--- config.mk ---
export PLATFORM = sky130hd
export DESIGN_NAME = sseg_field_display
export DESIGN_NICKNAME = d
export VERILOG_FILES = /design/src/rtl/sseg_field_display_pkg.sv /design/src/rtl/sseg_digit_enc.sv /design/src/rtl/sseg_field_display.sv
export SDC_FILE = /design/constraint.sdc
export NUM_CORES = 1
export LEC_CHECK = 0
export BUFFER_PORTS_ARGS = -buffer_cell sky130_fd_sc_hd__buf_4
export CORE_MARGIN = 2
export CORE_UTILIZATION = 59
export DETAILED_ROUTE_END_ITERATION = 16
export PLACE_DENSITY = 0.81
export SLEW_MARGIN = 20
export SYNTH_ARGS = -nofsm -noshare
export SYNTH_HDL_FRONTEND = slang
export SYNTH_SLANG_ARGS = --single-unit
export TNS_END_PERCENT = 20
--- constraint.sdc ---
create_clock -name clk -period 4.92 [get_ports clk]
set_input_delay 0.738 -clock clk [delete_from_list [all_inputs] [get_ports clk]]
set_output_delay 0.738 -clock clk [all_outputs]
set_load 0.05 [all_outputs]
--- src/rtl/sseg_field_display_pkg.sv ---
// Shared constants, alert state type and sel-width helper for the seven-segment field display.
package disp_pkg;

  // Active-low segment patterns, bit order {g,f,e,d,c,b,a}.
  localparam logic [6:0] SEG_DIGIT [0:9] = '{
    7'h40, 7'h79, 7'h24, 7'h30, 7'h19,
    7'h12, 7'h02, 7'h78, 7'h00, 7'h10
  };
  localparam logic [6:0] SEG_BLANK = 7'h7F;

  typedef enum logic [1:0] {
    IDLE  = 2'd0,
    ARMED = 2'd1,
    ALERT = 2'd2,
    LOCK  = 2'd3
  } alert_state_t;

  function automatic int sel_w(input int n);
    return $clog2(n + 1);
  endfunction

endpackage

--- src/rtl/sseg_digit_enc.sv ---
// Combinational BCD digit to active-low seven-segment encoder with a blank override.
module sseg_digit_enc
  import disp_pkg::*;
(
  input  logic [3:0] digit,
  input  logic       blank,
  output logic [6:0] seg
);

  always_comb begin
    // NOTE: default assignment first so every path drives seg and no latch is inferred.
    seg = SEG_BLANK;
    if (!blank && (digit <= 4'd9)) begin
      seg = SEG_DIGIT[digit];
    end
  end

endmodule

--- src/rtl/sseg_field_display.sv ---
// Multi-field two-digit seven-segment controller with shared blink and field-edit select.
// Optional zero-reached alert FSM is compiled in when DISP_ALERT_EN is defined.
module sseg_field_display
  import disp_pkg::*;
#(
  parameter int NUM_FIELDS   = 3,
  parameter int FIELD_W      = 7,
  parameter int TOTAL_PERIOD = 25_000_000,
  parameter int ON_TIME      = 20_000_000
)(
  input  logic                              clk,
  input  logic                              reset,
  input  logic [NUM_FIELDS*FIELD_W-1:0]     values,
  input  logic                              enable,
  input  logic [sel_w(NUM_FIELDS)-1:0]      sel,
  input  logic                              ack,
  output logic [NUM_FIELDS*14-1:0]          hex,
  output logic                              alert
);

  localparam int SEL_W = sel_w(NUM_FIELDS);
  localparam int BC_W  = $clog2(TOTAL_PERIOD);
  localparam logic [SEL_W-1:0] MAX_SEL = SEL_W'(NUM_FIELDS);
  localparam logic [BC_W-1:0]  BC_LAST = BC_W'(TOTAL_PERIOD - 1);
  localparam logic [BC_W-1:0]  BC_ON   = BC_W'(ON_TIME);

  logic [SEL_W-1:0]        w_sel_eff;
  logic [SEL_W-1:0]        r_sel;
  logic                    w_sel_chg;
  logic [BC_W-1:0]         r_bc;
  logic [BC_W-1:0]         w_phase;
  logic [BC_W-1:0]         w_bc_next;
  logic                    w_vis;
  logic                    w_blink_act;
  logic                    w_alert_on;
  logic [NUM_FIELDS*14-1:0] w_hex_next;
  logic [NUM_FIELDS*14-1:0] r_hex;

  assign w_sel_eff = (sel > MAX_SEL) ? '0 : sel;
  assign w_sel_chg = (w_sel_eff != r_sel);

  // A select change restarts the phase this very cycle, so the new field shows at once.
  assign w_phase     = w_sel_chg ? '0 : r_bc;
  assign w_vis       = (w_phase < BC_ON);
  assign w_blink_act = (w_sel_eff != '0) || w_alert_on;
  assign w_bc_next   = !w_blink_act        ? '0 :
                       (w_phase == BC_LAST) ? '0 : w_phase + 1'b1;

`ifdef DISP_ALERT_EN
  alert_state_t r_state;
  logic         w_allz;

  assign w_allz     = (values == '0);
  assign w_alert_on = (r_state == ALERT);

  always_ff @(posedge clk) begin
    if (reset) begin
      r_state <= IDLE;
    end else begin
      case (r_state)
        IDLE:    if (!w_allz) r_state <= ARMED;
        ARMED:   if (w_allz)  r_state <= ALERT;
        ALERT: begin
          // Acknowledge takes priority over values leaving zero.
          if (ack)          r_state <= LOCK;
          else if (!w_allz) r_state <= ARMED;
        end
        LOCK:    if (!w_allz) r_state <= ARMED;
        default: r_state <= IDLE;
      endcase
    end
  end
`else
  logic w_unused_ack;

  assign w_unused_ack = ack;
  assign w_alert_on   = 1'b0;
`endif

  assign alert = w_alert_on;

  for (genvar gi = 0; gi < NUM_FIELDS; gi++) begin : g_field
    logic [FIELD_W-1:0] w_val;
    logic               w_blank;
    logic [3:0]         w_tens;
    logic [3:0]         w_ones;

    assign w_val   = values[gi*FIELD_W +: FIELD_W];
    assign w_blank = !enable
                   || (int'(w_val) > 99)
                   || (!w_vis && (w_alert_on || (w_sel_eff == SEL_W'(gi + 1))));
    assign w_tens  = 4'(int'(w_val) / 10);
    assign w_ones  = 4'(int'(w_val) % 10);

    sseg_digit_enc u_ones (
      .digit (w_ones),
      .blank (w_blank),
      .seg   (w_hex_next[gi*14 +: 7])
    );

    sseg_digit_enc u_tens (
      .digit (w_tens),
      .blank (w_blank),
      .seg   (w_hex_next[gi*14+7 +: 7])
    );
  end

  always_ff @(posedge clk) begin
    // NOTE: non-blocking assignments so every flop updates from the same pre-edge values.
    if (reset) begin
      r_hex <= '1;
      r_sel <= '0;
      r_bc  <= '0;
    end else begin
      r_hex <= w_hex_next;
      r_sel <= w_sel_eff;
      r_bc  <= w_bc_next;
    end
  end

  assign hex = r_hex;

endmodule

==> metrics.md, run 1 <==
| Metric | Value |
|---|---|
| Number of H-tree levels | `3` |
| Data arrival, critical path | `around 4.6 ns` |
| Die height | `approximately 100 um` |
| Netlist cell types | `approximately 100` |
| Fraction of the cycle the final worst path needs | `0.8807` |
| Cell chain of the critical path | `buf_4, nor2_1, inv_1, ha_1, nand2b_1, o21ai_0, o21a_1, o221ai_1, a221oi_2, o21ai_2, inv_1, nor2_1, a21oi_1, inv_1, ha_1, or2_2, and2_1, a22o_1, a21bo_1` |
| Count of standard-cell rows | `34` |
| Highest-count cells in the layout ignoring fill and taps | `70 x nor2_1, 70 x buf_4, 69 x dfxtp_1` |
| Largest net degree at the start of global routing | `22` |
| Classification of the worst-slack hold path | `reg2reg` |
| Number of instances on the worst hold path | `2` |
| Total negative slack | `0 ns` |
| Inst Count DP | `roughly 800` |
| Cells after Synth | `674` |
| Via count normalized by instance count | `roughly 6.0` |
| Flip-flop cell with the highest count after synthesis | `dfxtp_1` |
| Netlist area before placement | `0.005411 sq mm` |
| Yosys reg bits | `a little under 70` |
| Critical path start-end classification | `in2reg` |
| Top achievable clock speed | `230.8 MHz` |
| Top cells by area, synth | `dfxtp_1 26%, ha_1 7.9%, nor2_1 4.9%` |
| Overall routed net length | `12120 um` |
| IO Count | `70` |
| Detailed-placement wirelength estimate | `between 9000 and 10000 um` |
| Final-report setup violation count | `0` |
| Met3 layer wire length in the routed design | `~440 um` |
| Avg WL per Cell | `~14 um` |
| Syn_area_per_cell | `between 8 and 9 sq um` |
| Maximum count of clock buffers along a single path | `2` |
| Initial core utilization | `0.6145` |
| Worst path most repeated cell | `inv_1` |
| Vias in the first global route | `4569` |
| Largest driver fanout on the critical path | `11` |
| Switching power total | `about 660 uW` |
| CP startpoint kind | `input pin` |
| Worst Min Path Start | `r_bc[3]` |
| Vias after detailed routing | `approximately 5k` |
| Cell area after layout | `between 0.006 and 0.007 sq mm` |
| Met2 wirelength from detailed routing | `between 6000 and 7000 um` |
| R2R Path Start | `r_sel[0]` |
| Clock tree root driver cell | `clkbuf_8` |
| Fraction of power consumed by the clock network | `0.255` |
| Yosys warning count | `0` |
| Die Outline Area | `about 0.01 sq mm` |
| Total grt overflow | `0` |
| Number of hold buffers added after CTS | `0` |
| CP Buf/Inv Count | `4` |
| Result of the run | `finished clean` |
| Setup repair bufs after CTS | `0` |
| Number of DRC violations after detailed routing | `0` |
| Biggest area consumer among synthesized cells | `dfxtp_1` |
| Wire length of the first global-routing pass | `about 20000 um` |
| First-pass iteration count of the detailed router | `5` |
| Terminating pin of the worst hold path | `r_bc[3]` |
| Maximum Capacitance Violations | `0` |
| Proportion of power drawn by flip-flops and latches | `0.349` |
| Worst VDD drop | `around 0.13 mV` |
| GRT Util Overall | `0.2449` |
| Worst setup skew after layout | `0.01377 ns` |
| Share of synthesized area occupied by flip-flops and latches | `0.2553` |
| Depth of the worst register-to-register path | `10` |
| Shortest clock period the worst path allows after layout | `approximately 4.3 ns` |
| TritonCTS Buffers | `9` |
| Area growth from synthesis to layout | `12.32%` |
| Data required time at the worst endpoint | `about 5.2 ns` |
| Mapped Nets | `735` |
| Number of design-rule violations left by the first detailed-router iteration | `163` |
| Reg-to-Reg End | `r_bc[8]` |
| GPL Wtd Cong | `about 0.9` |
| LEAKAGE | `about 0.0025 uW` |
| Share of flip-flops with an asynchronous set or reset after synthesis | `0` |
| Clock transition at the registers of the reported paths | `0.07 ns` |
| Remaining number of nets flagged by the antenna check after routing | `0` |
| Number of hold violations in the final report | `0` |
| Setup crit end kind | `flip-flop` |
| Total inserted antenna cells | `0` |
| Setup repair after global routing missed its margin | `no` |
| Clock tree from TritonCTS | `yes` |
| Wl on met1 | `5312 um` |
| Final instance count without filler cells | `~840` |
| Power per cell area | `283.9 mW/mm^2` |
| Net switching fraction of the power | `0.3829` |
| Clock sink total | `69` |
| Quantity of gates resized following cts | `0` |
| Clock latency on the worst-skew pair | `0.35 ns` |
| Design Power | `around 1700 uW` |
| Worst-case setup margin in the final layout | `0.5868 ns` |
| Initial antenna violation count | `0` |
| Placeable core region | `roughly 0.0088 sq mm` |
| Port Buffers | `67` |
| Gate family responsible for the most delay along the worst path | `compound AO/OA/AOI/OAI gates` |
| Relative slew margins | `0.4627` |
| CP max-delay cell | `a221oi_2` |
| Filler cell count | `724` |
| Register-to-register path setup slack | `approximately 1.9 ns` |
| Total internal power | `1065 uW` |
| Die width | `99.77 um` |
| Max-slew violations | `0` |
| Tightest Pin Transition | `around 0.81 ns` |
| CP peak stage delay | `approximately 0.43 ns` |
| Nets | `about 790` |
| Fraction of layout cells with a size suffix above 1 | `0.1827` |
| Share of the synthesized area in the top cell type | `0.2553` |
| Pre-CTS worst setup slack | `between 0.2 and 0.3 ns` |
| Number of enable-type register cells in the synthesized netlist | `0` |
| Logic pwr share | `0.396` |
| Post-detailed-placement cell area | `about 0.0059 sq mm` |
| Highest Signal Layer | `met4` |
[Yosys cell counts (4+ instances only)]
library cell	instances
o2111ai_1	4
o211ai_1	10
xnor2_1	12
and2_1	7
a31oi_1	6
and3_1	12
a32oi_1	5
ha_1	34
xor2_1	16
o31ai_1	7
inv_1	38
nor3_1	11
nand2b_1	12
dfxtp_1	69
mux2i_1	12
o22ai_1	4
buf_2	17
a211oi_1	5
a21oi_1	26
nor4_1	5
o21ai_1	5
o221ai_1	4
nand2_1	65
nand4_1	5
a22oi_1	4
a21o_1	5
clkbuf_1	7
nor2_1	70
o21ai_0	49
a311oi_1	4
nand3b_1	4
nor2b_1	7
o21a_1	4
nand3_1	25
[cell type report]
| class | instances | area [sq um] | area share |
|---|---|---|---|
| Sequential cell | 69 | 1381 | 0.2273 |
| Clock buffer | 9 | 123.9 | 0.02038 |
| Multi-Input combinational cell | 534 | 3697 | 0.6083 |
| Tap cell | 108 | 135.1 | 0.02223 |
| Timing Repair Buffer | 70 | 525.5 | 0.08646 |
| Clock inverter | 6 | 65.06 | 0.01070 |
| Inverter | 40 | 150.1 | 0.02470 |
[cell families after synthesis]
family,synth area share
xor gates and xnor gates,0.04832
AOI/OAI and AO/OA,0.2738
adders and majority gates,0.08416
muxes,0.03121
DFF,0.2553
other,0.0006930
buffers and inverters,0.06150
and+or+nand+nor,0.2451
[through the flow]
step                        util  hold slack [ns]
after floorplan                -           0.4930
after global placement    0.6688           0.5154
after global routing      0.6903           0.5893
final                     0.6903           0.5685
after detailed placement  0.6688           0.5512
after CTS                 0.6903           0.5685
[worst register-to-register path: stages, from the launching register on]
cell and delay, ns:
dfxtp_1 0.31, xnor2_1 0.30, and3_1 0.24, ha_1 0.18, and3_1 0.21, nand4_2 0.21, or4_1 0.59, o21ai_2 0.20
inv_1 0.10, nand2_1 0.48, nor2_1 0.13
[registers in the layout, indices dropped and copies added, names as in the netlist]
name,flops
r_sel,2
r_bc,25
hex,42
[routing by layer]
metal	up-vias	GRT usage
met2	125	0.4433
met5	-	0
met4	0	0.07060
met3	15	0.03621
met1	2322	0.3018
li1	2536	-
[worst max path at each step]
stage          startpoint      end  slack [ns]  cells past startpoint
2_1_floorplan  values[12]  hex[20]        0.67                     20
3_3_place_gp   values[19]  hex[30]        0.41                     19
3_5_place_dp   values[19]  hex[30]        0.30                     19
4_1_cts        values[19]  hex[30]        0.63                     19
5_1_grt        values[19]  hex[30]        0.29                     19
6_report       values[19]  hex[30]        0.59                     19
[power groups by stage]
stage	logic (uW)	registers (uW)	clock network [uW]
after floorplan	423	721	0
after global placement	653	613	0
after detailed placement	675	614	0
after CTS	679	601	449
after global routing	746	604	472
final	684	601	441
(Power assumes the default switching activity.)
==> run 2, diff against run 1 <==
Settings changed: CELL_PAD_IN_SITES_DETAIL_PLACEMENT set to 0, CELL_PAD_IN_SITES_GLOBAL_PLACEMENT set to 1, CORE_UTILIZATION 59 to 44, PLACE_DENSITY 0.81 to unset, PLACE_DENSITY_LB_ADDON set to 0.1.
==> metrics.md, run 2 (synthesis results as in run 1) <==
| Metric | Value |
|---|---|
| GPL Wtd Cong | `0.8352 (was 0.9017)` |
| GRT Util Overall | `0.2050 (was 0.2449)` |
| TritonCTS Buffers | `9 (unchanged)` |
| Quantity of gates resized following cts | `0 (unchanged)` |
| Number of design-rule violations left by the first detailed-router iteration | `335 (was 163)` |
| Data required time at the worst endpoint | `5.21 ns (about the same)` |
| Data arrival, critical path | `4.58 ns (was 4.62 ns)` |
| Avg WL per Cell | `14.87 um (was 14.50 um)` |
| Cell chain of the critical path | `buf_4, nor2_1, inv_1, ha_1, nand2b_1, o21ai_0, o21a_1, o221ai_1, a221oi_2, o21ai_2, inv_1, nor2_1, a21oi_1, inv_1, ha_1, or2_2, and2_1, a22o_1, a21bo_1 (unchanged)` |
| Total negative slack | `0 ns (unchanged)` |
| Number of hold buffers added after CTS | `0 (unchanged)` |
| Tightest Pin Transition | `0.7681 ns (was 0.8060 ns)` |
| Worst setup skew after layout | `0.008092 ns (was 0.01377 ns)` |
| LEAKAGE | `0.002509 uW (was 0.002453 uW)` |
| Filler cell count | `1196 (was 724)` |
| Die width | `114.9 um (was 99.77 um)` |
| Placeable core region | `0.01201 sq mm (was 0.008806 sq mm)` |
| Nets | `787 (was 785)` |
| Depth of the worst register-to-register path | `10 (unchanged)` |
| Power per cell area | `311.3 mW/mm^2 (was 283.9 mW/mm^2)` |
| Vias in the first global route | `4583 (was 4569)` |
| Number of instances on the worst hold path | `2 (unchanged)` |
| Critical path start-end classification | `in2reg (unchanged)` |
| Total grt overflow | `0 (unchanged)` |
| Logic pwr share | `0.352 (was 0.396)` |
| Number of H-tree levels | `3 (unchanged)` |
| Clock tree root driver cell | `clkbuf_16 (was clkbuf_8)` |
| Die height | `114.9 um (was 99.77 um)` |
| Proportion of power drawn by flip-flops and latches | `0.310 (was 0.349)` |
| Clock latency on the worst-skew pair | `0.34 ns (was 0.35 ns)` |
| Shortest clock period the worst path allows after layout | `4.292 ns (was 4.333 ns)` |
| Maximum count of clock buffers along a single path | `2 (unchanged)` |
| Remaining number of nets flagged by the antenna check after routing | `0 (unchanged)` |
| Switching power total | `703.8 uW (was 660.8 uW)` |
| Flip-flop count of the largest register after layout | `42 (unchanged)` |
| Result of the run | `finished clean (unchanged)` |
| Final instance count without filler cells | `878 (was 836)` |
| Inst Count DP | `862 (was 821)` |
| CP Buf/Inv Count | `4 (unchanged)` |
| Wire length of the first global-routing pass | `21980 um (was 20460 um)` |
| Final-report setup violation count | `0 (unchanged)` |
| Fraction of the cycle the final worst path needs | `0.8724 (was 0.8807)` |
| Terminating pin of the worst hold path | `r_bc[24] (was r_bc[3])` |
| Worst Min Path Start | `r_bc[24] (was r_bc[3])` |
| Number of hold violations in the final report | `0 (unchanged)` |
| CP startpoint kind | `input pin (unchanged)` |
| Die Outline Area | `0.01320 sq mm (was 0.009954 sq mm)` |
| Largest net degree at the start of global routing | `22 (unchanged)` |
| R2R Path Start | `r_sel[0] (unchanged)` |
| Via count normalized by instance count | `5.671 (was 5.978)` |
| Fraction of layout cells with a size suffix above 1 | `0.1847 (was 0.1827)` |
| Detailed-placement wirelength estimate | `9820 um (was 9141 um)` |
| First-pass iteration count of the detailed router | `5 (unchanged)` |
| Top achievable clock speed | `233.0 MHz (was 230.8 MHz)` |
| Maximum Capacitance Violations | `0 (unchanged)` |
| Overall routed net length | `13060 um (was 12120 um)` |
| Setup crit end kind | `flip-flop (unchanged)` |
| Reg-to-Reg End | `r_bc[3] (was r_bc[8])` |
| Setup repair bufs after CTS | `0 (unchanged)` |
| Worst path most repeated cell | `inv_1 (unchanged)` |
| Largest driver fanout on the critical path | `11 (unchanged)` |
| Total inserted antenna cells | `0 (unchanged)` |
| Design Power | `1947 uW (was 1726 uW)` |
| Net switching fraction of the power | `0.3614 (was 0.3829)` |
| Area growth from synthesis to layout | `15.58% (was 12.32%)` |
| Clock transition at the registers of the reported paths | `0.05 ns (was 0.07 ns)` |
| Gate family responsible for the most delay along the worst path | `compound AO/OA/AOI/OAI gates (unchanged)` |
| Initial core utilization | `0.4505 (was 0.6145)` |
| IO Count | `70 (unchanged)` |
| Classification of the worst-slack hold path | `reg2reg (unchanged)` |
| Clock sink total | `69 (unchanged)` |
| Fraction of power consumed by the clock network | `0.338 (was 0.255)` |
| Count of standard-cell rows | `40 (was 34)` |
| Most common cell after layout, fill and taps aside | `buf_4` |
| Number of DRC violations after detailed routing | `0 (unchanged)` |
| Port Buffers | `67 (unchanged)` |
| Total internal power | `1243 uW (was 1065 uW)` |
| Worst VDD drop | `0.1740 mV (was 0.1261 mV)` |
| Register-to-register path setup slack | `1.81 ns (was 1.85 ns)` |
| Clock tree from TritonCTS | `yes (unchanged)` |
| Setup repair after global routing missed its margin | `no (unchanged)` |
| Max-slew violations | `0 (unchanged)` |
| CP max-delay cell | `a221oi_2 (unchanged)` |
| Vias after detailed routing | `4979 (was 4998)` |
| Highest-count cells in the layout ignoring fill and taps | `72 x buf_4, 70 x nor2_1, 69 x dfxtp_1 (was 70 x nor2_1, 70 x buf_4, 69 x dfxtp_1)` |
| Relative slew margins | `0.4879 (was 0.4627)` |
| CP peak stage delay | `0.42 ns (was 0.43 ns)` |
| Initial antenna violation count | `0 (unchanged)` |
==> run 2: changes by cell type in the layout (fill, tap and decap cells not counted) <==
cell | before | now
buf_4 | 70 | 72
clkbuf_1 | 0 | 1
clkbuf_16 | 0 | 9
clkbuf_8 | 9 | 1
clkinv_2 | 2 | 1
clkinv_4 | 2 | 0
clkinvlp_4 | 1 | 2
inv_6 | 0 | 1
==> run 2: worst min-delay path, delay by kind of cell (launching register included) <==
family	cells	cell delay, ns
xor gates and xnor gates	1	0.08
DFF	1	0.36
and+or+nand+nor	1	0.07
==> run 2: power groups by stage <==
stage          Combinational (uW)  Clock, uW  Sequential, uW
2_1_floorplan                 423          0             721
3_3_place_gp                  675          0             615
3_5_place_dp                  684          0             615
4_1_cts                       686        675             603
5_1_grt                       756        704             606
6_report                      685        659             603
==> run 2: final cells by class <==
cell class	count	area, sq um	area share
tap	147	183.9	0.02941
clock buffer	11	242.7	0.03881
timing repair buffer	72	540.5	0.08642
clock inverter	5	58.81	0.009402
inverter	40	150.1	0.02400
multi-input combinational	534	3697	0.5911
sequential	69	1381	0.2208
==> run 2: how the worst max path moves through the flow <==
stage	from	to	slack, ns	depth (start not counted)
floorplan	values[12]	hex[20]	0.67	20
global placement	values[19]	hex[30]	0.39	19
detailed placement	values[19]	hex[30]	0.31	19
CTS	values[19]	hex[30]	0.66	19
global route	values[19]	hex[30]	0.31	19
finish	values[19]	hex[30]	0.63	19
==> run 2: routing by layer <==
| metal | vias to the layer above | global-route usage | part of all wire |
|---|---|---|---|
| met5 | - | 0 | 0 |
| met4 | 0 | 0.07229 | 0.016 |
| met3 | 15 | 0.04428 | 0.045 |
| met2 | 102 | 0.3376 | 0.47 |
| met1 | 2314 | 0.2653 | 0.47 |
| li1 | 2548 | - | - |
==> run 2: per-stage QoR <==
step                setup WS [ns]  hold WS, ns  utilization  cell area (sq um)
finish                     0.6276       0.5523       0.5207               6255
global route               0.3142       0.5751       0.5207               6255
CTS                        0.6577       0.5470       0.5207               6255
detailed placement         0.3050       0.5333       0.4956               5953
global placement           0.3913       0.5162       0.4956               5953
floorplan                  0.6719       0.4930            -               5411
==> run 3, diff against run 2 <==
Settings changed: PLACE_DENSITY_LB_ADDON 0.1 to 0.05.
==> metrics.md, run 3 (synthesis results as in run 1) <==
| Metric | Value |
|---|---|
| Area growth from synthesis to layout | `15.10% (was 15.58%)` |
| Most common cell after layout, fill and taps aside | `buf_4 (unchanged)` |
| Die Outline Area | `0.01320 sq mm (unchanged)` |
| Clock tree root driver cell | `clkbuf_16 (unchanged)` |
| Peak-usage layer in the global routing report | `met2 (unchanged)` |
| Via count normalized by instance count | `5.625 (was 5.671)` |
| Vias after detailed routing | `4939 (was 4979)` |
| TritonCTS Buffers | `9 (unchanged)` |
| Number of design-rule violations left by the first detailed-router iteration | `277 (was 335)` |
| Power per cell area | `304.0 mW/mm^2 (was 311.3 mW/mm^2)` |
| Clock sink total | `69 (unchanged)` |
| LEAKAGE | `0.002495 uW (was 0.002509 uW)` |
| Max-slew violations | `0 (unchanged)` |
| Initial antenna violation count | `0 (unchanged)` |
| Met1 Track Usage GR | `0.2801 (was 0.2653)` |
| Number of DRC violations after detailed routing | `0 (unchanged)` |
| Nets | `787 (unchanged)` |
| Routing usage on met3 | `0.04797 (was 0.04428)` |
| Worst path most repeated cell | `inv_1 (unchanged)` |
| CP max-delay cell | `a221oi_2 (unchanged)` |
| Data required time at the worst endpoint | `5.21 ns (about the same)` |
| Classification of the worst-slack hold path | `reg2reg (unchanged)` |
| Maximum count of clock buffers along a single path | `2 (unchanged)` |
| Setup repair after global routing missed its margin | `no (unchanged)` |
| Setup crit end kind | `flip-flop (unchanged)` |
| Fraction of layout cells with a size suffix above 1 | `0.1860 (was 0.1847)` |
| Final-report setup violation count | `0 (unchanged)` |
| Port Buffers | `67 (unchanged)` |
| Number of H-tree levels | `3 (unchanged)` |
| Worst VDD drop | `0.2022 mV (was 0.1740 mV)` |
| Largest driver fanout on the critical path | `11 (unchanged)` |
| Tightest Pin Transition | `0.7798 ns (was 0.7681 ns)` |
| Shortest clock period the worst path allows after layout | `4.256 ns (was 4.292 ns)` |
| Avg WL per Cell | `14.95 um (was 14.87 um)` |
| Inst Count DP | `862 (unchanged)` |
| Cell area after layout | `0.006228 sq mm (was 0.006255 sq mm)` |
| Cell chain of the critical path | `buf_4, nor2_1, inv_1, ha_1, nand2b_1, o21ai_0, o21a_1, o221ai_1, a221oi_2, o21ai_2, inv_1, nor2_1, a21oi_1, inv_1, ha_1, or2_2, and2_1, a22o_1, a21bo_1 (unchanged)` |
| Placeable core region | `0.01201 sq mm (unchanged)` |
| R2R Path Start | `r_sel[0] (unchanged)` |
| Count of standard-cell rows | `40 (unchanged)` |
| Vias in the first global route | `4657 (was 4583)` |
| Worst setup skew after layout | `0.006410 ns (was 0.008092 ns)` |
| Total grt overflow | `0 (unchanged)` |
| Critical path start-end classification | `in2reg (unchanged)` |
| Register-to-register path setup slack | `1.82 ns (was 1.81 ns)` |
| Number of hold violations in the final report | `0 (unchanged)` |
| Remaining number of nets flagged by the antenna check after routing | `0 (unchanged)` |
| Worst Min Path Start | `r_bc[24] (unchanged)` |
| Top achievable clock speed | `235.0 MHz (was 233.0 MHz)` |
| Quantity of gates resized following cts | `0 (unchanged)` |
| Total inserted antenna cells | `0 (unchanged)` |
| Clock latency on the worst-skew pair | `0.34 ns (about the same)` |
| Largest net degree at the start of global routing | `22 (unchanged)` |
| CP Buf/Inv Count | `4 (unchanged)` |
| Die width | `114.9 um (unchanged)` |
| Highest-count cells in the layout ignoring fill and taps | `72 x buf_4, 70 x nor2_1, 69 x dfxtp_1 (unchanged)` |
| Number of instances on the worst hold path | `2 (unchanged)` |
| Reg-to-Reg End | `r_bc[21] (was r_bc[3])` |
| CP peak stage delay | `0.44 ns (was 0.42 ns)` |
| Clock transition at the registers of the reported paths | `0.06 ns (was 0.05 ns)` |
| First-pass iteration count of the detailed router | `5 (unchanged)` |
| Number of hold buffers added after CTS | `0 (unchanged)` |
| Detailed-placement wirelength estimate | `9871 um (was 9820 um)` |
| Final instance count without filler cells | `878 (unchanged)` |
| Initial core utilization | `0.4505 (unchanged)` |
| Total negative slack | `0 ns (unchanged)` |
| Data arrival, critical path | `4.54 ns (was 4.58 ns)` |
| Relative slew margins | `0.4801 (was 0.4879)` |
| Die height | `114.9 um (unchanged)` |
| Depth of the worst register-to-register path | `10 (unchanged)` |
| GPL Wtd Cong | `0.8134 (was 0.8352)` |
| Met2 Track Usage GR | `0.3416 (was 0.3376)` |
| Gate family responsible for the most delay along the worst path | `compound AO/OA/AOI/OAI gates (unchanged)` |
| Post-detailed-placement cell area | `0.005953 sq mm (unchanged)` |
| GRT Util Overall | `0.2087 (was 0.2050)` |
| Clock tree from TritonCTS | `yes (unchanged)` |
| IO Count | `70 (unchanged)` |
| Setup repair bufs after CTS | `0 (unchanged)` |
| Maximum Capacitance Violations | `0 (unchanged)` |
| Overall routed net length | `13130 um (was 13060 um)` |
| Flip-flop count of the largest register after layout | `42 (unchanged)` |
| Terminating pin of the worst hold path | `r_bc[24] (unchanged)` |
| CP startpoint kind | `input pin (unchanged)` |
| Fraction of the cycle the final worst path needs | `0.8650 (was 0.8724)` |
| Result of the run | `finished clean (unchanged)` |
| Wire length of the first global-routing pass | `22540 um (was 21980 um)` |
## run 3: where the power goes
part | switching [uW] | total [uW] | leakage (uW) | internal (uW)
Sequential | 11.0 | 603 | 0.000563 | 592
Clock | 261 | 603 | 0.000128 | 341
Combinational | 443 | 688 | 0.00180 | 245
Total | 716 | 1890 | 0.00250 | 1180
## run 3: per-layer routing
| layer | wire, um | vias up |
|---|---|---|
| met5 | 0 | - |
| met4 | 131 | 0 |
| met3 | 569 | 12 |
| met2 | 6100 | 79 |
| met1 | 6330 | 2309 |
| li1 | - | 2539 |
## run 3: how the worst max path moves through the flow
stage / endpoint / start / slack, ns / cells after the start
global route: hex[30] / values[19] / 0.26 / 19
detailed placement: hex[30] / values[19] / 0.30 / 19
CTS: hex[30] / values[19] / 0.66 / 19
floorplan: hex[20] / values[12] / 0.67 / 20
finish: hex[30] / values[19] / 0.66 / 19
global placement: hex[30] / values[19] / 0.43 / 19
## run 3: worst reg2reg max path, stage by stage, from the launching register on
cell	delay [ns]
dfxtp_1	0.31
xnor2_1	0.31
and3_1	0.24
ha_1	0.18
and3_1	0.22
nand4_2	0.20
or4_1	0.60
o21ai_2	0.19
inv_1	0.10
nand2_1	0.50
nor2_1	0.12
## run 3: cell type report
| type | instances | area, sq um |
|---|---|---|
| clock buffer | 9 | 225.2 |
| inverter | 40 | 150.1 |
| clock inverter | 7 | 50.05 |
| timing repair buffer | 72 | 540.5 |
| fill | 1192 | 5783 |
| tap | 147 | 183.9 |
| sequential | 69 | 1381 |
| multi-input combinational | 534 | 3697 |
## run 3: through the flow
stage            util  hold WS, ns  total power [uW]  worst slack, ns
2_1_floorplan       -       0.4930              1144           0.6719
3_3_place_gp   0.4956       0.5187              1290           0.4298
3_5_place_dp   0.4956       0.5412              1301           0.3001
4_1_cts        0.5185       0.5576              1914           0.6551
5_1_grt        0.5185       0.5997              2013           0.2636
6_report       0.5185       0.5518              1894           0.6644
